## config.mk

```make
export PLATFORM = sky130hd
export DESIGN_NAME = indicator_driver_flat
export DESIGN_NICKNAME = d
export VERILOG_FILES = /design/src/rtl/indicator_pkg.sv /design/src/rtl/indicator_driver_if.sv /design/src/rtl/indicator_driver_phase_timer.sv /design/src/rtl/indicator_driver.sv /design/src/flat_wrapper.sv
export SDC_FILE = /design/constraint.sdc
export NUM_CORES = 1
export LEC_CHECK = 0
export ABC_AREA = 1
export ABC_CLOCK_PERIOD_IN_PS = 1900
export CORE_UTILIZATION = 58
export DETAILED_ROUTE_END_ITERATION = 12
export PLACE_DENSITY = 0.78
export SLEW_MARGIN = 0
export SYNTH_ARGS = -nofsm -noshare
export SYNTH_HDL_FRONTEND = slang
export SYNTH_SLANG_ARGS = --single-unit
```

## constraint.sdc

```tcl
create_clock -name clk -period 1.9 [get_ports clk]
set_input_delay 0.57 -clock clk [delete_from_list [all_inputs] [get_ports clk]]
set_output_delay 0.57 -clock clk [all_outputs]
set_load 0.02 [all_outputs]
```

## src/rtl/indicator_pkg.sv

```systemverilog
// Shared types and constants for the front-panel indicator driver; the blink-count
// defaults are also used by the booking controller.
package indicator_pkg;

    typedef enum logic [1:0] {
        ST_IDLE = 2'd0,
        ST_ON   = 2'd1,
        ST_OFF  = 2'd2
    } state_e;

    localparam logic PAT_OK  = 1'b0;
    localparam logic PAT_ERR = 1'b1;

    localparam logic [3:0] DEF_OK_BLINKS  = 4'd1;
    localparam logic [3:0] DEF_ERR_BLINKS = 4'd3;

endpackage

```

## src/rtl/indicator_driver_if.sv

```systemverilog
// Event/indicator bundle between the booking controller and the indicator driver.
// Event pulses are single-cycle strobes with no back-pressure; every output is registered.
interface indicator_driver_if;
    import indicator_pkg::*;

    logic   ok_pulse;
    logic   err_pulse;
    logic   led_out;
    logic   busy;
    logic   is_err;
    logic   done_pulse;
    state_e state;

    modport slave (
        input  ok_pulse, err_pulse,
        output led_out, busy, is_err, done_pulse, state
    );

    modport master (
        output ok_pulse, err_pulse,
        input  led_out, busy, is_err, done_pulse, state
    );

endinterface

```

## src/rtl/indicator_driver_phase_timer.sv

```systemverilog
// Loadable down-counter timing each ON/OFF phase; holds at zero instead of wrapping.
module phase_timer #(
    parameter int CNT_W = 16
) (
    input  logic             clk,
    input  logic             rst,
    input  logic             load,
    input  logic [CNT_W-1:0] load_val,
    output logic             zero
);

    logic [CNT_W-1:0] r_count;

    always_ff @(posedge clk) begin
        if (rst) begin
            r_count <= '0;
        end else if (load) begin
            r_count <= load_val;
        end else if (r_count != '0) begin
            r_count <= r_count - {{(CNT_W-1){1'b0}}, 1'b1};
        end
    end

    assign zero = (r_count == '0);

endmodule

```

## src/rtl/indicator_driver.sv

```systemverilog
// Turns one-cycle ok/err events into long blink patterns on the indicator pin,
// with error events preempting an ok pattern in progress.
module indicator_driver
    import indicator_pkg::*;
#(
    parameter int               CNT_W      = 16,
    parameter logic [CNT_W-1:0] ON_CYCLES  = 16'hFFFF,
    parameter logic [CNT_W-1:0] OFF_CYCLES = 16'hFFFF,
    parameter logic [3:0]       OK_BLINKS  = DEF_OK_BLINKS,
    parameter logic [3:0]       ERR_BLINKS = DEF_ERR_BLINKS
) (
    input  logic               clk,
    input  logic               rst,
    indicator_driver_if.slave  bus
);

    localparam logic [CNT_W-1:0] ONE      = {{(CNT_W-1){1'b0}}, 1'b1};
    localparam logic [CNT_W-1:0] ON_LOAD  = ON_CYCLES - ONE;
    localparam logic [CNT_W-1:0] OFF_LOAD = OFF_CYCLES - ONE;

    state_e     r_state;
    logic [3:0] r_blinks;
    logic       r_is_err;
    logic       r_led;
    logic       r_busy;
    logic       r_done;

    state_e           w_state_nxt;
    logic [3:0]       w_blinks_nxt;
    logic             w_is_err_nxt;
    logic             w_done;
    logic             w_load;
    logic [CNT_W-1:0] w_load_val;
    logic             w_zero;
    logic             w_start_err;
    logic             w_start_ok;

    phase_timer #(.CNT_W(CNT_W)) u_timer (
        .clk      (clk),
        .rst      (rst),
        .load     (w_load),
        .load_val (w_load_val),
        .zero     (w_zero)
    );

    // An error restarts anything except another error; ok only starts from idle.
    assign w_start_err = bus.err_pulse && ((r_state == ST_IDLE) || (r_is_err == PAT_OK));
    assign w_start_ok  = bus.ok_pulse && !bus.err_pulse && (r_state == ST_IDLE);

    always_comb begin
        w_state_nxt  = r_state;
        w_blinks_nxt = r_blinks;
        w_is_err_nxt = r_is_err;
        w_done       = 1'b0;
        w_load       = 1'b0;
        w_load_val   = '0;
        if (w_start_err) begin
            w_state_nxt  = ST_ON;
            w_blinks_nxt = ERR_BLINKS;
            w_is_err_nxt = PAT_ERR;
            w_load       = 1'b1;
            w_load_val   = ON_LOAD;
        end else if (w_start_ok) begin
            w_state_nxt  = ST_ON;
            w_blinks_nxt = OK_BLINKS;
            w_is_err_nxt = PAT_OK;
            w_load       = 1'b1;
            w_load_val   = ON_LOAD;
        end else begin
            case (r_state)
                ST_ON: begin
                    if (w_zero) begin
                        w_state_nxt = ST_OFF;
                        w_load      = 1'b1;
                        w_load_val  = OFF_LOAD;
                        if (r_blinks != 4'd0) begin
                            w_blinks_nxt = r_blinks - 4'd1;
                        end
                    end
                end
                ST_OFF: begin
                    if (w_zero) begin
                        if (r_blinks != 4'd0) begin
                            w_state_nxt = ST_ON;
                            w_load      = 1'b1;
                            w_load_val  = ON_LOAD;
                        end else begin
                            w_state_nxt = ST_IDLE;
                            w_done      = 1'b1;
                        end
                    end
                end
                default: w_state_nxt = ST_IDLE;
            endcase
        end
    end

    // Outputs are registered from the next state so they line up with r_state.
    always_ff @(posedge clk) begin
        if (rst) begin
            r_state  <= ST_IDLE;
            r_blinks <= 4'd0;
            r_is_err <= 1'b0;
            r_led    <= 1'b0;
            r_busy   <= 1'b0;
            r_done   <= 1'b0;
        end else begin
            r_state  <= w_state_nxt;
            r_blinks <= w_blinks_nxt;
            r_is_err <= w_is_err_nxt;
            r_led    <= (w_state_nxt == ST_ON);
            r_busy   <= (w_state_nxt != ST_IDLE);
            r_done   <= w_done;
        end
    end

    assign bus.led_out    = r_led;
    assign bus.busy       = r_busy;
    assign bus.is_err     = r_is_err;
    assign bus.done_pulse = r_done;
    assign bus.state      = r_state;

endmodule

```

## src/flat_wrapper.sv

```systemverilog
// flat-port wrapper written by rule: the top's interface ports become plain ports
module indicator_driver_flat import indicator_pkg::*;
#(
    parameter int               CNT_W      = 16,
    parameter logic [CNT_W-1:0] ON_CYCLES  = 16'hFFFF,
    parameter logic [CNT_W-1:0] OFF_CYCLES = 16'hFFFF,
    parameter logic [3:0]       OK_BLINKS  = DEF_OK_BLINKS,
    parameter logic [3:0]       ERR_BLINKS = DEF_ERR_BLINKS
)
  (clk, rst, bus_ok_pulse, bus_err_pulse, bus_led_out, bus_busy, bus_is_err, bus_done_pulse, bus_state);
  indicator_driver_if bus_i ();
  input  logic clk;
  input  logic rst;
  input wire logic [$bits(bus_i.ok_pulse)-1:0] bus_ok_pulse;
  input wire logic [$bits(bus_i.err_pulse)-1:0] bus_err_pulse;
  output wire logic [$bits(bus_i.led_out)-1:0] bus_led_out;
  output wire logic [$bits(bus_i.busy)-1:0] bus_busy;
  output wire logic [$bits(bus_i.is_err)-1:0] bus_is_err;
  output wire logic [$bits(bus_i.done_pulse)-1:0] bus_done_pulse;
  output wire logic [$bits(bus_i.state)-1:0] bus_state;
  assign bus_i.ok_pulse = bus_ok_pulse;
  assign bus_i.err_pulse = bus_err_pulse;
  assign bus_led_out = bus_i.led_out;
  assign bus_busy = bus_i.busy;
  assign bus_is_err = bus_i.is_err;
  assign bus_done_pulse = bus_i.done_pulse;
  assign bus_state = bus_i.state;
  indicator_driver #(.CNT_W(CNT_W), .ON_CYCLES(ON_CYCLES), .OFF_CYCLES(OFF_CYCLES), .OK_BLINKS(OK_BLINKS), .ERR_BLINKS(ERR_BLINKS)) u_core (.clk(clk), .rst(rst), .bus(bus_i));
endmodule
```

==> out/summary.txt <==
Family with the most delay on the worst path -> buffers and inverters
Hold_ws -> 0.474 ns
Drt wl/cell -> 11.6 um
IO Port Bufs -> 9
Largest net degree at the start of global routing -> 16
P_leak -> 0.965 nW
Period utilisation layout -> 97.5%
RSZ-0062 raised after global routing -> no
CP Data Required Time -> 1.33 ns
CTS tree -> built
Congestion Overflow GR -> 0
Global Route Usage Sum -> 26.0%
Worst path slowest cell -> clkdlybuf4s50_1
Total Power -> 0.00131 W
Fin crit period -> 1.85 ns
Asr flop ratio synth -> 0%
Via count -> 1,399
Top-area cell type share of the netlist area -> 33.3%
Root buffer cell -> clkbuf_4
Critical path buffers and inverters -> 1
Clk slew on worst S/H paths -> 0.15 ns
Die Wd -> 53.9 um
Initial core utilization -> 62.0%
WP data arrival -> 1.28 ns
FF+latch count, synth -> 26
Seq/Total Area, Yosys -> 33.3%
Worst slew pin tran -> 0.370 ns
Ant. Diodes -> 0
Synth Cell Area -> 1560 sq um
# IOs -> 10
EDFF count, synth -> 0
Cell accounting for the most synthesized area -> dfxtp_1
Synth Instances -> 233
Die Area -> 2910 sq um
Post-synth top flop -> dfxtp_1
Clk_lat worst skew -> 0.33 ns
Total Routed Length -> 3220 um
Dpl ws -> 0.00767 ns
Final Util -> 70.2%
Fillers -> 227
Critical Path Max Stage Delay -> 0.60 ns
Relative slew slack -> 75.2%
Max cap viols -> 0
Worst setup SP type -> register
Final Skew -> 0.00652 ns
H-tree level count -> 1
Number of buffers created by CTS -> 3
NumNets Final -> 259
Status -> complete, no violations
Ys Warns -> 0
First-pass DRT Iterations -> 5
Synth top area cells -> dfxtp_1, nand2_1, inv_1
ANT nets after route -> 0
Initial DRC count -> 35
Setup ws final -> 0.0481 ns
Pins Over Slew Limit -> 0
Syn Area/Cell -> 6.71 sq um
FMAX -> 540 MHz
Final hold violations -> 0
Clock tree sinks -> 26
Final setup TNS -> 0 ns
CORE AREA -> 2520 sq um
WS Path Type -> reg2out
DRC errors left -> 0
First-pass GRT wire length -> 5440 um
Number of distinct library cells after synthesis -> 25
Initial antenna violation count -> 0
Die height -> 53.9 um
Critical Path, Cell by Cell -> clkdlybuf4s50_1
Cell Pwr Density -> 740 nW/um^2
CP max FO -> 1
Std-Cell Rows -> 18
Maximum vdd drop -> 0.000580 V
Share of cells above drive strength 1 -> 12.4%
# setup viols final -> 0
P&R area growth vs syn -> 13.3%
Hold WC Path Type -> reg2reg
Vias in the first global route -> 1,270
Worst setup EP type -> primary output
HPWL Detailed -> 2490 um
Vias/cell -> 5.01
Clock buffer depth -> 2
GP Congestion -> 0.902
Syn nets -> 242
-- registers in the layout, summed over array words and instances, names as in the netlist --
signal	count
u_core.bus.done_pulse	1
u_core.u_timer.r_count	16
u_core.bus.busy	1
u_core.bus.state	2
u_core.bus.led_out	1
u_core.r_blinks	4
u_core.bus.is_err	1
-- path summary, 6_finish.rpt --
check                                    endpoint  slack [ns]                             start  cells after the start
setup reg to reg       u_core.bus.busy$_SDFF_PP0_        0.22    u_core.bus.state[0]$_SDFF_PP0_                      9
setup / recovery                   bus_done_pulse        0.05  u_core.bus.done_pulse$_SDFF_PP0_                      1
hold / removal    u_core.r_blinks[0]$_SDFFE_PP0P_        0.47   u_core.r_blinks[0]$_SDFFE_PP0P_                      2
hold reg to reg   u_core.r_blinks[0]$_SDFFE_PP0P_        0.47   u_core.r_blinks[0]$_SDFFE_PP0P_                      2
-- timing repair --
item	4_1_cts	5_1_grt
hold buffers	0	0
buffers inserted	0	0
gates resized for setup	2	1
endpoints found under the setup margin	2	2
-- layer usage --
metal	global-route usage, %	part of all wire (%)	vias up
met5	0	0	-
met4	10.1	1.4	0
met3	3.39	4.0	6
met2	39.5	45	27
met1	36.8	49	616
li1	-	-	750
-- power breakdown --
part           internal, W  leakage, nW  switching, W
sequential        0.000589        0.217     0.0000390
clock             0.000213       0.0279      0.000175
combinational     0.000109        0.720      0.000185
total             0.000911        0.965      0.000399
-- per-stage QoR --
stage | instances | instance area (sq um)
final | 279 | 1770
after global routing | 279 | 1770
after CTS | 279 | 1770
after detailed placement | 275 | 1720
after global placement | 275 | 1720
after floorplan | 233 | 1560
-- cell type report --
class | instances | area (sq um) | area share, %
clock inverters | 1 | 30.0 | 1.69
multi-input cells | 158 | 863 | 48.7
flip-flops and latches | 26 | 520 | 29.4
repair buffers | 13 | 118 | 6.64
well taps | 30 | 37.5 | 2.12
inverters | 48 | 180 | 10.2
clock buffers | 3 | 22.5 | 1.27
-- placed cells by master, fill, tap and decap left out, drive strengths merged, types with 5 or more instances in the layout --
cell	instances
clkdlybuf4s50	7
o21ai	18
nand3	19
nand2	58
ha	5
inv	48
nor2	38
a21oi	8
dfxtp	26
-- cells in the mapped netlist (3+ instances only) --
master,instances
nand4_1,3
a21oi_1,8
nor2_2,4
nand2_2,4
o21ai_0,12
nand3_1,16
nor2_1,30
ha_1,5
xor2_1,3
nand2_1,50
dfxtp_1,26
o21ai_1,6
nand2_4,4
inv_1,46
-- kinds of logic after synthesis --
| family | after synthesis | synth area share, % |
|---|---|---|
| simple gates | 122 | 39.9 |
| buf+inv | 49 | 11.8 |
| compound gates | 27 | 8.80 |
| flops | 26 | 33.3 |
| fa+ha+maj | 5 | 4.00 |
| xor+xnor | 4 | 2.24 |
No activity file was read; power rests on OpenSTA's default activity.
